[src/rtl/shift_sequencer.sv]
// Iterative 16-bit shifter: one power-of-two stage per clock with a start/busy/done handshake.
// Optional early exit when remaining count bits are zero: define SHIFT_SEQ_EARLY_EXIT_EN.
module shift_sequencer #(
    parameter int unsigned WIDTH = 16,
    parameter int unsigned CNT_W = 4
) (
    input  logic             clk,
    input  logic             rst,
    input  logic             start,
    input  logic [1:0]       Op,
    input  logic [WIDTH-1:0] In,
    input  logic [CNT_W-1:0] Cnt,
    output logic             busy,
    output logic             done,
    output logic [WIDTH-1:0] Out
);

    localparam int unsigned       IDX_W    = (CNT_W > 1) ? $clog2(CNT_W) : 1;
    localparam logic [IDX_W-1:0]  LAST_IDX = IDX_W'(CNT_W - 1);

    localparam logic [1:0] OP_ROL = 2'b00;
    localparam logic [1:0] OP_SLL = 2'b01;
    localparam logic [1:0] OP_ROR = 2'b10;
    localparam logic [1:0] OP_SRL = 2'b11;

    typedef enum logic [1:0] {
        S_IDLE  = 2'b00,
        S_STAGE = 2'b01,
        S_DONE  = 2'b10
    } state_e;

    state_e           state_q, state_d;
    logic [IDX_W-1:0] idx_q, idx_d;
    logic [WIDTH-1:0] data_q, data_d;
    logic [1:0]       op_q, op_d;
    logic [CNT_W-1:0] cnt_q, cnt_d;
    logic             busy_q, busy_d;
    logic             done_q, done_d;
    logic [CNT_W-1:0] stage_amt;

    // Single shift stage; rotates use a doubled operand so wrapped bits fall in naturally.
    function automatic logic [WIDTH-1:0] shift_stage(
        input logic [WIDTH-1:0] d,
        input logic [CNT_W-1:0] amt,
        input logic [1:0]       op
    );
        logic [2*WIDTH-1:0] lft;
        logic [2*WIDTH-1:0] rgt;
        logic [WIDTH-1:0]   res;
        lft = {d, d} << amt;
        rgt = {d, d} >> amt;
        case (op)
            OP_ROL:  res = lft[2*WIDTH-1:WIDTH];
            OP_SLL:  res = d << amt;
            OP_ROR:  res = rgt[WIDTH-1:0];
            OP_SRL:  res = d >> amt;
            default: res = d;
        endcase
        return res;
    endfunction

    assign stage_amt = CNT_W'(1) << idx_q;

    always_comb begin
        state_d = state_q;
        idx_d   = idx_q;
        data_d  = data_q;
        op_d    = op_q;
        cnt_d   = cnt_q;

        case (state_q)
            S_IDLE: begin
                if (start) begin
                    op_d    = Op;
                    cnt_d   = Cnt;
                    data_d  = In;
                    idx_d   = '0;
                    state_d = S_STAGE;
`ifdef SHIFT_SEQ_EARLY_EXIT_EN
                    if (Cnt == '0) begin
                        state_d = S_DONE;
                    end
`endif
                end
            end
            S_STAGE: begin
                if (cnt_q[idx_q]) begin
                    data_d = shift_stage(data_q, stage_amt, op_q);
                end
                idx_d = idx_q + 1'b1;
                if (idx_q == LAST_IDX) begin
                    state_d = S_DONE;
                end
`ifdef SHIFT_SEQ_EARLY_EXIT_EN
                else if (((cnt_q >> idx_q) >> 1) == '0) begin
                    state_d = S_DONE;
                end
`endif
            end
            S_DONE: begin
                state_d = S_IDLE;
            end
            default: begin
                state_d = S_IDLE;
            end
        endcase

        busy_d = (state_d != S_IDLE);
        done_d = (state_d == S_DONE);
    end

    always_ff @(posedge clk) begin
        if (rst) begin
            state_q <= S_IDLE;
            idx_q   <= '0;
            data_q  <= '0;
            op_q    <= '0;
            cnt_q   <= '0;
            busy_q  <= 1'b0;
            done_q  <= 1'b0;
        end else begin
            state_q <= state_d;
            idx_q   <= idx_d;
            data_q  <= data_d;
            op_q    <= op_d;
            cnt_q   <= cnt_d;
            busy_q  <= busy_d;
            done_q  <= done_d;
        end
    end

    assign busy = busy_q;
    assign done = done_q;
    assign Out  = data_q;

endmodule

[config.mk]
export PLATFORM = sky130hd
export DESIGN_NAME = shift_sequencer
export DESIGN_NICKNAME = d
export VERILOG_FILES = /design/src/rtl/shift_sequencer.sv
export SDC_FILE = /design/constraint.sdc
export NUM_CORES = 1
export LEC_CHECK = 0
export CORE_MARGIN = 5
export CORE_UTILIZATION = 30
export DETAILED_ROUTE_END_ITERATION = 16
export PLACE_DENSITY = 0.53
export SYNTH_ARGS = -nofsm -noshare
export SYNTH_HDL_FRONTEND = slang
export SYNTH_SLANG_ARGS = --single-unit
[constraint.sdc]
create_clock -name clk -period 3.8 [get_ports clk]
set_input_delay 1.14 -clock clk [delete_from_list [all_inputs] [get_ports clk]]
set_output_delay 1.14 -clock clk [all_outputs]
set_load 0.005 [all_outputs]
# After elaboration in Yosys (flattened, before gate mapping)
# Cells that the tools add are included.
# op_classes
n_mux	11
reduce_logical	7
shift	5
add_sub_neg	1
n_eq_ne	8
order_cmp	1
# ops
operator	count
$pmux W16 S4	1
$mux W16	2
$pmux W16 S2	1
$shl A32 B4 Y32	1
$shr A32 B4 Y16	1
$shl A16 B4 Y16	1
$shr A16 B4 Y16	1
$eq A2 B2 Y1 const B	4
$pmux W2 S2	2
$mux W2	3
$eq A2 B1 Y1 const B	2
$logic_not A2 Y1	2
$ne A2 B2 Y1 const B	2
$reduce_and A2 Y1	2
$reduce_bool A2 Y1	2
$shl A1 B2 Y4 const A	1
$lt A2 B3 Y1 const B	1
$reduce_and A3 Y1	1
$add A2 B1 Y2 const B	1
$bmux W1 S2	1
$mux W1	1
# totals
register_bits	28
input_bits	25

# Logic depth before layout (Yosys ltp)
# Gate-level depths: netlist of the first run.
# depth
ltp_word	5
ltp_mapped	11
mapped_depth_nobuf	8

# Worst setup path before layout of the first run
# Ideal clock, no wire load.
# synth_path
path_kind	input to register
startpoint	input start
endpoint	register data_q[6] (netlist: Out[6])
path_slack_ns	1.489
arrival_time_ns	2.173
required_ns	3.662
n_path_buf	1
setup_time_ns	0.138
path_stages	7
path_cell_list	nand2b_1 -> or2_2 -> clkbuf_1 -> o21ai_0 -> nand2_1 -> a221oi_1 -> nor4_1
# synth_between
elab_chain_cells	2
# synth_lines
item	line	rtl
start: declaration	9	input logic start,
$ne A2 B2 Y1 (no source line)	--	
$reduce_and A3 Y1 (no source line)	--	
end signal: assignment	124	data_q <= data_d;
end: declaration	34	logic [WIDTH-1:0] data_q, data_d;
# Every way passes these cells.
# A chain may end at the register's enable or synchronous reset.

# Worst setup path after layout of the first run
# layout_path
startpoint	register idx_q[0]
endpoint	register data_q[5] (netlist: Out[5])
# layout_between
elab_chain_cells	5
# layout_lines
item	line	rtl
start: declaration	33	logic [IDX_W-1:0] idx_q, idx_d;
start signal: assignment	123	idx_q <= idx_d;
$shl A1 B2 Y4	62	assign stage_amt = CNT_W'(1) << idx_q;
$shr A16 B4 Y16, or another cell as far along	56	OP_SRL: res = d >> amt;
$pmux W16 S4	52	case (op)
$mux W16	87	if (cnt_q[idx_q]) begin
$pmux W16 S2	71	case (state_q)
# Parallel ways exist; a longest one is shown, timed or not. The select of a mux whose other input is x is not followed.

==> results of run 1 <==
## flip-flops by register name, summed over array words and instances (netlist names)
register / count
cnt_q: 4
op_q: 2
idx_q: 2
state_q: 2
done: 1
busy: 1
Out: 16
## layer usage
metal	vias up	part of all wire [%]
met5	-	0
met4	0	3.4
met3	39	9.7
met2	274	45
met1	1931	42
li1	1780	-
## kinds of logic (layout without fill, tap and decap cells)
family	Yosys count	in the layout	share of synthesized area, %
AO/OA/AOI/OAI	133	133	25.2
adder cells (fa/ha/maj)	5	5	1.64
buffers and inverters	69	78	10.7
flip-flops	28	28	14.7
multiplexers	84	84	30.8
AND/OR/NAND/NOR	145	145	17.0
## final cells by class
class,instances,share of cell area [%]
Sequential cell,28,12.9
Multi-Input combinational cell,367,65.4
Inverter,13,1.12
Clock buffer,3,1.72
Clock inverter,1,0.690
Timing Repair Buffer,61,13.2
Tap cell,172,4.94
## power breakdown
part | total [mW] | leakage (nW) | switching (mW) | internal [mW]
combinational | 0.554 | 1.38 | 0.304 | 0.249
clock | 0.338 | 0.0511 | 0.127 | 0.211
sequential | 0.376 | 0.230 | 0.0618 | 0.315
## synth_stat cells (5+ instances only)
library cell,number,area share [%]
o211ai_1,8,1.6
nand2_1,51,5.0
a21oi_1,25,3.3
o21ai_0,22,2.9
clkbuf_1,24,2.4
buf_4,5,0.99
inv_1,11,1.1
mux2i_1,45,12
nand3_1,16,2.1
a311oi_1,5,1.1
o22ai_1,11,1.8
mux4_1,7,4.8
dfxtp_1,28,15
a31oi_1,5,0.82
buf_2,15,2.0
mux4_2,16,9.5
nor3_1,8,1.1
nor2b_1,7,1.1
mux2_2,16,4.7
nor2_1,43,4.2
a211oi_1,9,1.8
and3_1,5,0.82
ha_1,5,1.6
o221ai_1,10,2.3
buf_6,6,1.8
## final timing paths
| check | endpoint | startpoint | depth (start not counted) | slack (ns) |
|---|---|---|---|---|
| setup / recovery | Out[5] | idx_q[0] | 9 | 0.90 |
| setup reg to reg | Out[5] | idx_q[0] | 9 | 0.90 |
| hold reg to reg | cnt_q[1] | cnt_q[1] | 2 | 0.46 |
| hold / removal | cnt_q[1] | cnt_q[1] | 2 | 0.46 |
## worst max-delay path, cell delays in order, from the launching register on
cell and delay [ns]:
dfxtp_1 0.36, inv_1 0.14, ha_2 0.68, buf_4 0.39, nor2b_1 0.11, a311oi_1 0.45, o31ai_1 0.20, a22o_1 0.26
nand3_1 0.08, a311oi_1 0.08
==> impl_metrics.toml, run 1 <==
[cts]
cts_tree = "yes"
cts-htree-levels = 1
clock_latency_ns = 0.28
cts.sinks = 28
cts_resized = 0
clock_path_buffers = 2
cts_buffers = 3
clk_pin_slew_ns = 0.08
clockRootBuffer = "clkbuf_16"
cts_hold_buf = 0
cts_setup_buffers = 0

[timing]
relSlewSlack_pct = 40.2
setup_tns_ns = 0
setup_ws_ns = 0.899
fin_hold_ws_ns = 0.463
skew_ns = 0.00623
max_freq_ghz = 0.345
finalSetupViolations = 0
fin_crit_sh_pct = 76.3
hold_violations = 0
rsz0062_at_grt = "no"
min_period_ns = 2.90
drv_slew = 0
tightest_slew_ns = 0.895

[setup_path]
critPathRequiredTime_ns = 3.96
worstSetupPathType = "reg -> reg"
cp-start-kind = "register"
endpoint_kind = "register"
crit_path_max_fanout = 26
critPathArrivalTime_ns = 3.06

[final_layout]
final_util_pct = 34.8
final_common_cell = "nand2_1"
layout-drive-gt1-share_pct = 14.2
mostFrequentLayoutCells = "51 x nand2_1, 45 x mux2i_1, 43 x nor2_1, 42 x clkdlybuf4s50_1, 28 x dfxtp_1"
fill_cells = 1355
area_growth_pct = 14.2
multi_input_area_sq_mm = 0.00285
fin_cells = 645
fin_area_sq_mm = 0.00435
seq_area_sq_um = 561
diodes = 0
final_nets = 504

[placed_design]
dp.cells = 641
gp_congestion = 0.984
pre_cts_ws_ns = 0.752
placedInstanceArea_sq_mm = 0.00425
hpwl_mm = 10.8
io_buffers = 42

[routing]
routed-via-count = 4024
detail-route-antenna-nets = 0
dr.pass1.iters = 5
vias_per_cell = 6.24
post_drt_wl_per_cell_um = 23.5
drt_first_iter_violations = 466
drt-total-wl_mm = 15.2
drc_errors = 0

[global_route]
grt_busiest_layer = "met2"
grt_pass1_vias = 3892
overflow = 0
grt_max_degree = 30
met1_usage_pct = 27.6
grt_usage_pct = 20.3
grtUsageMet2_pct = 32.1
grt.met3_usage_pct = 3.59
grt_antenna_before_repair = 0
grt_first_pass_wirelength_mm = 23.3

[synthesis]
syn_area_per_cell_sq_um = 8.21
ys_types = 65
synth_fp_nets = 494
synth_edf_count = 0
yosysWarnings = 0
syn_area_sq_mm = 0.00381
synthFlopType = "dfxtp_1"
synth-seq-cells = 28
synth_cells = 464
synthArstFlopShare_pct = 0
ys_seq_area_share_pct = 14.7

[floorplan]
die_area_sq_mm = 0.0151
io_pins = 43
die_h_um = 123
placementRows = 41
core_sq_mm = 0.0125
die_x_um = 123
initial_utilization_pct = 30.4

[hold_path]
min_path_type = "reg -> reg"

[pwr]
power_density_mw_per_mm2 = 291
power_mw = 1.27
ir_worst_vdd_mv = 0.156
p_leak_nw = 1.66

[status]
status = "finished, final reports clean"

[job]
max_cap_violations = 0
No activity file was read; power rests on OpenSTA's default activity.
==> run 2, diff against run 1 <==
==> constraint.sdc (replaced) <==
create_clock -name clk -period 3 [get_ports clk]
set_input_delay 0.9 -clock clk [delete_from_list [all_inputs] [get_ports clk]]
set_output_delay 0.9 -clock clk [all_outputs]
set_load 0.005 [all_outputs]
==> impl_metrics.toml, run 2 (synthesis gave the netlist of run 1 again) <==
[status]
status = "finished, final reports clean"

[timing]
drv_slew = 0
setup_tns_ns = 0
setup_ws_ns = 0.234
skew_ns = 0.00296
max_freq_ghz = 0.362
hold_violations = 0
tightest_slew_ns = 0.748
fin_crit_sh_pct = 92.2
relSlewSlack_pct = 50.2
finalSetupViolations = 0
min_period_ns = 2.77
rsz0062_at_grt = "no"

[floorplan]
die_h_um = 123
initial_utilization_pct = 30.4
die_x_um = 123
io_pins = 43
placementRows = 41
core_sq_mm = 0.0125
die_area_sq_mm = 0.0151

[cts]
clock_latency_ns = 0.27
clock_path_buffers = 2
cts_tree = "yes"
cts-htree-levels = 1
cts_resized = 0
cts_hold_buf = 0
cts_buffers = 3
cts.sinks = 28
cts_setup_buffers = 0
clockRootBuffer = "clkbuf_16"
clk_pin_slew_ns = 0.07

[global_route]
grt_usage_pct = 19.2
overflow = 0
grt_max_degree = 28
grt_pass1_vias = 3945
grt_antenna_before_repair = 0
grt_first_pass_wirelength_mm = 22.3

[placed_design]
dp.cells = 652
gp_congestion = 0.996
io_buffers = 42
pre_cts_ws_ns = 0.180
hpwl_mm = 10.6

[final_layout]
final_util_pct = 35.4
fin_cells = 656
largest_register_ff_count = 16
final_nets = 515
diodes = 0
area_growth_pct = 16.4
fill_cells = 1328
final_common_cell = "nand2_1"
mostFrequentLayoutCells = "51 x nand2_1, 45 x mux2i_1, 43 x nor2_1, 42 x clkdlybuf4s50_1, 29 x buf_4"
layout-drive-gt1-share_pct = 16.1

[routing]
drt-total-wl_mm = 14.5
vias_per_cell = 6.07
dr.pass1.iters = 5
post_drt_wl_per_cell_um = 22.2
detail-route-antenna-nets = 0
drt_first_iter_violations = 404
drc_errors = 0
routed-via-count = 3980

[setup_path]
reg2reg_from = "idx_q[1]"
cp-startpoint = "idx_q[1]"
crit_path_max_fanout = 27
critPathRequiredTime_ns = 3.19
endpoint_kind = "register"
worstSetupPathType = "reg -> reg"
cp-start-kind = "register"
critPathArrivalTime_ns = 2.95
worstRegToRegCells = 8

[pwr]
power_mw = 1.58
ir_worst_vdd_mv = 0.192
power_density_mw_per_mm2 = 357
p_leak_nw = 1.72

[hold_path]
hold_path_depth = 2
min-delay-start = "cnt_q[3]"
min_path_type = "reg -> reg"

[job]
max_cap_violations = 0
run 2: final timing paths:
check,endpoint,slack (ns)
setup / recovery,Out[10],0.23
hold / removal,cnt_q[3],0.46
setup reg to reg,Out[10],0.23
hold reg to reg,cnt_q[3],0.46
run 2: layer usage:
metal	routed length [um]	GRT usage [%]
met2	6770	31.4
met4	571	7.84
met5	0	0
met1	6080	25.4
met3	1120	2.63
run 2: critical path: stages (launching register included):
cell and delay [ns]:
dfxtp_1 0.36, inv_1 0.12, ha_2 0.68, a21bo_1 0.42
o22ai_1 0.30, nor2_1 0.07, o32ai_1 0.36, a2111oi_2 0.10
a221oi_2 0.25
run 2: power by group:
group	total [mW]	internal (mW)	leakage [nW]	switching (mW)
sequential	0.486	0.399	0.230	0.0874
combinational	0.696	0.326	1.43	0.370
clock	0.403	0.266	0.0511	0.137
total	1.58	0.991	1.72	0.594
run 2: cell type report:
class	count	area, sq um	share of cell area, %
Tap cell	172	215	4.85
Multi-Input combinational cell	367	2850	64.2
Timing Repair Buffer	72	658	14.8
Sequential cell	28	561	12.6
Clock inverter	1	30.0	0.677
Clock buffer	3	75.1	1.69
Inverter	13	48.8	1.10
run 2: per-stage QoR:
stage          hold slack (ns)  area [sq um]
6_report                 0.456          4440
5_1_grt                  0.498          4440
4_1_cts                  0.460          4440
3_5_place_dp             0.450          4330
3_3_place_gp             0.450          4330
2_1_floorplan            0.433          3810
==> patch (flow settings as in run 2) <==
Build with the macro `SHIFT_SEQ_EARLY_EXIT_EN` defined.
--- a/src/rtl/shift_sequencer.sv
+++ b/src/rtl/shift_sequencer.sv
@@ -1,5 +1,7 @@
 // Iterative 16-bit shifter: one power-of-two stage per clock with a start/busy/done handshake.
 // Optional early exit when remaining count bits are zero: define SHIFT_SEQ_EARLY_EXIT_EN.
+`define SHIFT_SEQ_EARLY_EXIT_EN
+
 module shift_sequencer #(
     parameter int unsigned WIDTH = 16,
     parameter int unsigned CNT_W = 4
Check against the original RTL: not equivalent (Yosys sat finds a counterexample within 4 cycles, from zero or initial values and one cycle with rst high).
==> patch against run 2 <==
Sequential cell count did not move; setup slack got worse by 92 ps; combinational power rose by 22%; synthesized cell count fell by 7.8%; area after synthesis rose by 3.5%; non-clock buffer count fell by 2; design area rose by 3.4%; power rose by 14%; routed wire length rose by 5.2%; count of clock-buffer cells in the layout did not move; worst hold slack improved by 6.2 ps; largest cell class unchanged.
==> patch: results <==
global_route:
  grt_pass1_wl_um: 23300
  met2_usage_pct: 29.8
  met3_usage_pct: 3.52
  grt_max_degree: 27
logic_synthesis:
  syn_nets: 458
  yosysUniqueCellTypes: 69
  synthTopCellsByArea: "mux4_2 (17%), dfxtp_1 (14%), mux4_1 (8.0%)"
  synth_seq_area_share_pct: 14.2
  synthTopCellsByCount: "nand2_1 (49), mux2i_1 (30), mux4_2 (30)"
worst_hold_path:
  worstHoldEndpoint: "cnt_q[0]"
pwr:
  netSwitchingFraction_pct: 39.0
  power_uw: 1810
  clock_net_power_uw: 425
  vdd_ir_drop_max_mv: 0.229
critical_path:
  cp.arrival_ps: 3020
  worstRegToRegCells: 9
  crit_end: "Out[2]"
  startpoint: "idx_q[0]"
  max_stage_delay_ps: 420
cells_and_area:
  fill_cells: 1358
placed_design:
  dpl_cell_area_sq_um: 4460
  place.gp.congestion: 0.975
timing:
  tightest_slew_ps: 753
  fin_ws_ps: 143
  fin_skew_ps: 7.42
drt:
  wl_met3_um: 1370
  drtIter0Drc: 554
  dr_wl_met2_um: 6850
  drt-met1-wl_um: 6690
status:
  status: "finished clean"
patch: logic make-up after synthesis:
family,Yosys count,share of synthesized area (%)
AND/OR/NAND/NOR,128,15.3
AO/OA/AOI/OAI,116,20.8
multiplexers,85,37.6
buffers and inverters,66,10.5
flip-flops,28,14.2
adder cells (fa/ha/maj),5,1.59
patch: layout make-up:
class	instances	area, sq um	share of cell area [%]
Clock buffer	3	75.1	1.64
Inverter	12	45.0	0.982
Tap cell	176	220	4.80
Timing Repair Buffer	70	656	14.3
Clock inverter	1	30.0	0.655
Sequential cell	28	561	12.2
Multi-Input combinational cell	334	3000	65.4
patch: per-stage QoR:
| stage | hold WS (ps) | util, % | instances |
|---|---|---|---|
| floorplan | 433 | - | 428 |
| global placement | 461 | 34.1 | 620 |
| detailed placement | 457 | 34.1 | 620 |
| CTS | 469 | 34.9 | 624 |
| global route | 500 | 35.0 | 624 |
| finish | 462 | 35.0 | 624 |
